<file path="src/rtl/spi_nor_pkg.sv">
// Shared definitions for the APB to SPI NOR flash bridge.
// Holds the flash opcodes, the bridge FSM state encoding and the widest frame size
// the shift engine has to carry (opcode + 4 address bytes + 4 data bytes).
package spi_nor_pkg;

    localparam logic [7:0] OpRead    = 8'h03;
    localparam logic [7:0] OpProgram = 8'h02;
    localparam logic [7:0] OpWren    = 8'h06;

    localparam int unsigned MaxFrameBits = 72;

    typedef enum logic [2:0] {
        StIdle,
        StWren,
        StGap,
        StXfer,
        StDone
    } bridge_state_e;

    // Number of bits in a command frame: opcode, address bytes, data bytes.
    function automatic logic [6:0] frame_bits(int unsigned addr_bytes, int unsigned data_bytes);
        return 7'(8 * (1 + addr_bytes + data_bytes));
    endfunction

endpackage

</file>
<file path="src/rtl/spi_shift_engine.sv">
// SPI frame engine: clock divider, bit counter, shift registers and pin timing.
// A frame is loaded on start_i (left-aligned in tx_i, MSB first) and s_css falls the
// next cycle with the first bit already on s_mosi. Each bit lasts 2*CLK_DIV cycles:
// s_clk low for the first half, high for the second; s_miso is sampled on the rising
// edge and s_mosi advances on the falling edge. After the last bit s_css rises, s_clk
// is at its idle level and done_o pulses for one cycle. ready_o stays low until s_css
// has been high long enough that a start gives at least CS_GAP high cycles.
// Ports:
//   p_clk, p_rst       clock, synchronous active-high reset
//   start_i            load tx_i/nbits_i and begin a frame (honoured only when ready_o)
//   nbits_i, tx_i      frame length in bits, frame contents (MSB first from bit 71)
//   ready_o, done_o    idle and past chip-select gap; frame finished pulse
//   rx_o               last 32 bits received, newest in bit 0
//   s_clk_o, s_css_o, s_mosi_o, s_miso_i   SPI pins
module spi_shift_engine
    import spi_nor_pkg::*;
#(
    parameter int unsigned CLK_DIV  = 2,
    parameter int unsigned SPI_MODE = 0,
    parameter int unsigned CS_GAP   = 4
) (
    input  logic                    p_clk,
    input  logic                    p_rst,
    input  logic                    start_i,
    input  logic [6:0]              nbits_i,
    input  logic [MaxFrameBits-1:0] tx_i,
    output logic                    ready_o,
    output logic                    done_o,
    output logic [31:0]             rx_o,
    output logic                    s_clk_o,
    output logic                    s_css_o,
    output logic                    s_mosi_o,
    input  logic                    s_miso_i
);

    localparam logic [15:0] HalfLast = 16'(CLK_DIV - 1);
    localparam logic [15:0] BitLast  = 16'(2 * CLK_DIV - 1);
    // The frame-end cycle already counts as one high cycle of the gap.
    localparam logic [15:0] GapLoad  = 16'((CS_GAP > 0) ? CS_GAP - 1 : 0);
    localparam logic        SclkIdle = (SPI_MODE == 3);

    logic                    busy_q, busy_d;
    logic [15:0]             div_q, div_d;
    logic [15:0]             gap_q, gap_d;
    logic [6:0]              bit_q, bit_d;
    logic [6:0]              nbits_q, nbits_d;
    logic [MaxFrameBits-1:0] shift_q, shift_d;
    logic [31:0]             rx_q, rx_d;
    logic                    sclk_q, sclk_d;
    logic                    css_q, css_d;
    logic                    done_q, done_d;

    assign ready_o  = !busy_q && (gap_q == 16'd0);
    assign done_o   = done_q;
    assign rx_o     = rx_q;
    assign s_clk_o  = sclk_q;
    assign s_css_o  = css_q;
    assign s_mosi_o = shift_q[MaxFrameBits-1];

    always_comb begin
        busy_d  = busy_q;
        div_d   = div_q;
        gap_d   = gap_q;
        bit_d   = bit_q;
        nbits_d = nbits_q;
        shift_d = shift_q;
        rx_d    = rx_q;
        sclk_d  = sclk_q;
        css_d   = css_q;
        done_d  = 1'b0;

        if (gap_q != 16'd0) begin
            gap_d = gap_q - 16'd1;
        end

        if (!busy_q) begin
            if (start_i && ready_o) begin
                busy_d  = 1'b1;
                css_d   = 1'b0;
                sclk_d  = 1'b0;
                shift_d = tx_i;
                nbits_d = nbits_i;
                div_d   = 16'd0;
                bit_d   = 7'd0;
            end
        end else if (div_q == HalfLast) begin
            sclk_d = 1'b1;
            rx_d   = {rx_q[30:0], s_miso_i};
            div_d  = div_q + 16'd1;
        end else if (div_q == BitLast) begin
            div_d = 16'd0;
            if (bit_q == nbits_q - 7'd1) begin
                busy_d  = 1'b0;
                css_d   = 1'b1;
                sclk_d  = SclkIdle;
                shift_d = '0;
                bit_d   = 7'd0;
                done_d  = 1'b1;
                gap_d   = GapLoad;
            end else begin
                bit_d   = bit_q + 7'd1;
                sclk_d  = 1'b0;
                shift_d = {shift_q[MaxFrameBits-2:0], 1'b0};
            end
        end else begin
            div_d = div_q + 16'd1;
        end
    end

    always_ff @(posedge p_clk) begin
        if (p_rst) begin
            busy_q  <= 1'b0;
            div_q   <= 16'd0;
            gap_q   <= 16'd0;
            bit_q   <= 7'd0;
            nbits_q <= 7'd0;
            shift_q <= '0;
            rx_q    <= 32'd0;
            sclk_q  <= SclkIdle;
            css_q   <= 1'b1;
            done_q  <= 1'b0;
        end else begin
            busy_q  <= busy_d;
            div_q   <= div_d;
            gap_q   <= gap_d;
            bit_q   <= bit_d;
            nbits_q <= nbits_d;
            shift_q <= shift_d;
            rx_q    <= rx_d;
            sclk_q  <= sclk_d;
            css_q   <= css_d;
            done_q  <= done_d;
        end
    end

endmodule

</file>
<file path="src/rtl/apb_spi_nor_bridge.sv">
// APB slave that turns each access into SPI NOR flash commands.
// Read:  one frame 0x03, address (MSB first), DATA_BYTES bytes in.
// Write: frame 0x06 (WREN), chip-select gap, frame 0x02, address, DATA_BYTES bytes out.
// Data bytes travel lowest byte first, each byte MSB first. Addresses that do not fit
// in 3 address bytes get an immediate error response with no SPI activity.
// Ports:
//   p_clk, p_rst                         clock, synchronous active-high reset
//   p_addr, p_write, p_sel_x, p_enable, p_wdata   APB request
//   p_rdata, p_ready, p_slverr           APB response
//   s_clk, s_css, s_mosi, s_miso         SPI flash pins
module apb_spi_nor_bridge
    import spi_nor_pkg::*;
#(
    parameter int unsigned CLK_DIV    = 2,
    parameter int unsigned ADDR_BYTES = 3,
    parameter int unsigned DATA_BYTES = 4,
    parameter int unsigned SPI_MODE   = 0,
    parameter int unsigned CS_GAP     = 4
) (
    input  logic        p_clk,
    input  logic        p_rst,
    input  logic [31:0] p_addr,
    input  logic        p_write,
    input  logic        p_sel_x,
    input  logic        p_enable,
    input  logic [31:0] p_wdata,
    output logic [31:0] p_rdata,
    output logic        p_ready,
    output logic        p_slverr,
    output logic        s_clk,
    output logic        s_css,
    output logic        s_mosi,
    input  logic        s_miso
);

    localparam logic [6:0] MainBits = frame_bits(ADDR_BYTES, DATA_BYTES);
    localparam logic [6:0] WrenBits = 7'd8;

    bridge_state_e state_q, state_d;
    logic          write_q, write_d;
    logic          err_q, err_d;
    logic          abort_q, abort_d;
    logic [31:0]   rdata_q, rdata_d;

    logic                    eng_start, eng_ready, eng_done;
    logic [6:0]              eng_nbits;
    logic [MaxFrameBits-1:0] eng_tx, main_frame;
    logic [31:0]             eng_rx, rx_data;
    logic                    main_is_write, addr_err;

    // The program frame is only ever launched from the gap state.
    assign main_is_write = (state_q == StGap);
    assign addr_err      = (ADDR_BYTES == 3) && (p_addr[31:24] != 8'h00);

    always_comb begin
        main_frame = '0;
        main_frame[71:64] = main_is_write ? OpProgram : OpRead;
        for (int i = 0; i < int'(ADDR_BYTES); i++) begin
            main_frame[63-8*i -: 8] = p_addr[8*(int'(ADDR_BYTES)-1-i) +: 8];
        end
        if (main_is_write) begin
            for (int i = 0; i < int'(DATA_BYTES); i++) begin
                main_frame[63-8*int'(ADDR_BYTES)-8*i -: 8] = p_wdata[8*i +: 8];
            end
        end
    end

    // The first received data byte sits highest in the engine's shift register.
    always_comb begin
        rx_data = '0;
        for (int i = 0; i < int'(DATA_BYTES); i++) begin
            rx_data[8*i +: 8] = eng_rx[8*(int'(DATA_BYTES)-1-i) +: 8];
        end
    end

    always_comb begin
        state_d   = state_q;
        write_d   = write_q;
        err_d     = err_q;
        abort_d   = abort_q | ~p_sel_x;
        rdata_d   = rdata_q;
        eng_start = 1'b0;
        eng_nbits = MainBits;
        eng_tx    = main_frame;

        unique case (state_q)
            StIdle: begin
                abort_d = 1'b0;
                err_d   = 1'b0;
                if (p_sel_x && p_enable && eng_ready) begin
                    write_d = p_write;
                    if (addr_err) begin
                        err_d   = 1'b1;
                        state_d = StDone;
                    end else if (p_write) begin
                        eng_start = 1'b1;
                        eng_nbits = WrenBits;
                        eng_tx    = {OpWren, 64'h0};
                        state_d   = StWren;
                    end else begin
                        eng_start = 1'b1;
                        state_d   = StXfer;
                    end
                end
            end
            StWren: begin
                if (eng_done) begin
                    state_d = abort_d ? StIdle : StGap;
                end
            end
            StGap: begin
                if (abort_d) begin
                    state_d = StIdle;
                end else if (eng_ready) begin
                    eng_start = 1'b1;
                    state_d   = StXfer;
                end
            end
            StXfer: begin
                if (eng_done) begin
                    if (abort_d) begin
                        state_d = StIdle;
                    end else begin
                        state_d = StDone;
                        if (!write_q) begin
                            rdata_d = rx_data;
                        end
                    end
                end
            end
            StDone: begin
                state_d = StIdle;
            end
            default: begin
                state_d = StIdle;
            end
        endcase
    end

    always_ff @(posedge p_clk) begin
        if (p_rst) begin
            state_q <= StIdle;
            write_q <= 1'b0;
            err_q   <= 1'b0;
            abort_q <= 1'b0;
            rdata_q <= 32'd0;
        end else begin
            state_q <= state_d;
            write_q <= write_d;
            err_q   <= err_d;
            abort_q <= abort_d;
            rdata_q <= rdata_d;
        end
    end

    assign p_ready  = (state_q == StDone);
    assign p_slverr = p_ready && err_q;
    assign p_rdata  = rdata_q;

    spi_shift_engine #(
        .CLK_DIV (CLK_DIV),
        .SPI_MODE(SPI_MODE),
        .CS_GAP  (CS_GAP)
    ) u_engine (
        .p_clk   (p_clk),
        .p_rst   (p_rst),
        .start_i (eng_start),
        .nbits_i (eng_nbits),
        .tx_i    (eng_tx),
        .ready_o (eng_ready),
        .done_o  (eng_done),
        .rx_o    (eng_rx),
        .s_clk_o (s_clk),
        .s_css_o (s_css),
        .s_mosi_o(s_mosi),
        .s_miso_i(s_miso)
    );

endmodule

</file>
<file path="config.mk">
export PLATFORM = sky130hd
export DESIGN_NAME = apb_spi_nor_bridge
export DESIGN_NICKNAME = d
export VERILOG_FILES = /design/src/rtl/spi_nor_pkg.sv /design/src/rtl/spi_shift_engine.sv /design/src/rtl/apb_spi_nor_bridge.sv
export SDC_FILE = /design/constraint.sdc
export NUM_CORES = 1
export LEC_CHECK = 0
export BUFFER_PORTS_ARGS = -buffer_cell sky130_fd_sc_hd__buf_2
export CAP_MARGIN = 25
export CORE_UTILIZATION = 57
export DETAILED_ROUTE_END_ITERATION = 16
export PLACE_DENSITY = 0.86
export SYNTH_ARGS = -nofsm -noshare
export SYNTH_HDL_FRONTEND = slang
export SYNTH_SLANG_ARGS = --single-unit
</file>
<file path="constraint.sdc">
create_clock -name p_clk -period 3.4 [get_ports p_clk]
set_input_delay 0.68 -clock p_clk [delete_from_list [all_inputs] [get_ports p_clk]]
set_output_delay 0.68 -clock p_clk [all_outputs]
set_load 0.1 [all_outputs]
</file>
==> metrics.md <==
| Metric | Value |
|---|---|
| Status | `finished clean` |
| Yosys warns | `0` |
| Number of buffers added on ports | `approximately 110` |
| First-pass GRT wire length | `31.0 mm` |
| Syn avg cell area | `between 8 and 9 um2` |
| Final min period | `2720 ps` |
| DR vias | `approximately 7100` |
| Synth-to-Final Area Change | `15.6%` |
| Die ar. | `14000 um2` |
| Drt wl/cell | `roughly 16 um` |
| CTS tree | `done` |
| Most frequent cell after synthesis | `dfxtp_1` |
| CTS Sinks | `between 150 and 200` |
| Post-CTS Hold Buffers | `0` |
| Remaining global-route overflow | `0` |
| Max Cap Violations | `0` |
| Worst slew pin tran | `between 900 and 1000 ps` |
| Initial antenna violation count | `0` |
| P per Cell Area | `approximately 570 nW/um2` |
| Tcrit/Tclk final | `between 80 and 90%` |
| Worst-path clk slew | `roughly 70 ps` |
| Core Area | `13200 um2` |
| Die X | `approximately 120 um` |
| Slowest stage delay, CP | `roughly 630 ps` |
| Synth unique cells | `approximately 50` |
| Lkg Pwr | `around 3.5 nW` |
| Mapped Area | `just under 8000 um2` |
| Ys async rst share | `0%` |
| Core Util, Final | `67.5%` |
| Max Fclk | `around 370 MHz` |
| Hold Fails Final Rpt | `0` |
| Crit Path Class | `flip-flop to flip-flop` |
| Req. time, crit path | `3710 ps` |
| GPL Wtd Cong | `a little over 0.8` |
| Worst R2R Setup Slack | `about 680 ps` |
| Slowest-stage cell, CP | `and4_1` |
| Top Ports | `approximately 110` |
| Area contributors post-synth | `dfxtp_1 (47%), a21oi_1 (9.6%), nand2_1 (7.7%), o31ai_1 (5.6%), a22oi_1 (5.5%)` |
| GRT Total Usage | `26.9%` |
| IR drop worst, VDD | `about 0.00035 V` |
| Crit path max-delay family | `simple AND/OR/NAND/NOR gates` |
| Total power | `5.07 mW` |
| Final setup viols | `0` |
| Skew final | `roughly 20 ps` |
| EDFF count, synth | `0` |
| Critical path fanouts, max | `14` |
| Hpwl dp | `approximately 11 mm` |
| WL final | `roughly 19 mm` |
| Clk_lat worst skew | `440 ps` |
| Post-synth top area cell | `dfxtp_1` |
| Routed Antenna Nets | `0` |
| CTS root buf | `clkbuf_16` |
| Initial Util | `between 50% and 60%` |
| Post-synth top area share | `between 40% and 50%` |
| Vias per cell | `6.06` |
| 1st-iter DRT viols | `approximately 690` |
| Gate Count Post-Synth | `roughly 920` |
| ANT cells | `0` |
| RSZ-0062 raised after global routing | `no` |
| Commonest cells post-synth | `dfxtp_1 (179), nand2_1 (157), a21oi_1 (147)` |
| HP Class | `flip-flop to flip-flop` |
| Synth Register Bits | `between 150 and 200` |
| DRC viols | `0` |
| Crit path cell chain | `inv_1 -> ha_1 -> nor4b_1 -> and4_1 -> a31oi_2 -> buf_6 -> a22oi_1 -> a21oi_1` |
| CTS buffer count | `17` |
| Proportion of layout cells with a drive suffix above 1 | `17.4%` |
| Detailed Routing Iterations Pass 1 | `8` |
| Critical Path Sink Type | `flip-flop` |
| Worst Path Buf+Inv | `2` |
| Largest net degree at the start of global routing | `slightly above 70` |
| Post-CTS Resized | `0` |
| Die height | `118 um` |
| Setup Buffers After CTS | `0` |
| Arrival time worst endpoint | `3030 ps` |
| Relative slew slack | `between 30% and 40%` |
| Post-route setup TNS | `0 ps` |
| Vias in the first global route | `around 6600` |
| Sequential area share after synthesis | `a little under half` |
| H-tree levels | `4` |
| Rows | `between 40 and 50` |
| Maximum clock path buffer count | `2` |
| Syn_nets | `around 1000` |
| Final Max Slew Viols | `0` |
| Post-synth top flop | `dfxtp_1` |
| Startpoint Class | `flip-flop` |
| Final #Nets | `roughly 1100` |
-- sequential cells by signal, summed over array words and instances (netlist names), 2 cells and up --
signal            count
state_q               3
u_engine.gap_q       16
u_engine.div_q       16
u_engine.nbits_q      2
p_rdata              32
u_engine.rx_o        32
u_engine.shift_q     64
u_engine.bit_q        7
-- worst register-to-register path, delay by kind of cell (launching register included) --
| family | cells | cell delay (ps) |
|---|---|---|
| flip-flops | 1 | 320 |
| AO/OA/AOI/OAI | 3 | 750 |
| buffers and inverters | 2 | 380 |
| adder cells (fa/ha/maj) | 1 | 220 |
| AND/OR/NAND/NOR | 2 | 960 |
-- worst paths after layout --
kind,endpoint,startpoint,cells after the start
min reg2reg,u_engine.s_css_o,u_engine.s_css_o,1
max reg2reg,u_engine.shift_q[44],u_engine.gap_q[0],8
max,u_engine.shift_q[44],u_engine.gap_q[0],8
min,u_engine.s_css_o,u_engine.s_css_o,1
-- power by group --
| group | total, mW | internal [mW] | switching, mW |
|---|---|---|---|
| clock | 1.93 | 1.05 | 0.877 |
| sequential | 2.29 | 2.19 | 0.105 |
| combinational | 0.853 | 0.387 | 0.467 |
| total | 5.07 | 3.62 | 1.45 |
-- cell type report --
class / instances / area, um2
Tap cell: 176 / 220
Clock inverter: 14 / 141
Inverter: 8 / 30.0
Timing Repair Buffer: 126 / 709
Sequential cell: 179 / 3580
Fill cell: 1072 / 4290
Clock buffer: 18 / 439
Multi-Input combinational cell: 655 / 3770
-- through the flow --
step                area (um2)  std cells  hold slack [ps]  setup WS [ps]
floorplan                 7700        922              432           54.6
global placement          8310       1143              430            702
detailed placement        8320       1144              437            659
CTS                       8900       1176              455            687
global route              8900       1176              477            542
finish                    8900       1176              451            676
-- layout by cell type (no fill, tap or decap), drive strengths merged, types with 5 or more instances in the layout --
cell	netlist	final
mux2i	15	15
nand4	15	15
nor2	30	30
nor3	14	14
a21boi	6	6
xnor2	7	7
xor2	7	7
and2	5	5
a22oi	56	56
nand3b	14	14
nand2	158	158
nand3	33	33
and4	5	5
or4	6	6
a31oi	5	5
nor4	11	11
a21oi	147	147
o21ai	14	14
buf	6	126
dfxtp	179	179
o31ai	57	57
clkinv	0	5
clkbuf	74	18
inv	8	15
and3	6	6
-- kinds of logic after synthesis --
family / Yosys count / share of synthesized area (%)
fa+ha+maj: 4 / 0.650
flops: 179 / 46.6
simple gates: 316 / 19.8
xor+xnor: 14 / 1.59
compound gates: 305 / 24.7
mux: 16 / 2.10
buf+inv: 88 / 4.68
-- per-layer routing --
metal	up-vias	part of all wire, %	GRT usage [%]
met5	-	0	0
met4	0	1.2	8.57
met3	18	5.3	5.55
met2	221	49	44.4
met1	3407	45	35.1
li1	3478	-	-
No activity file was read; power rests on OpenSTA's default activity.
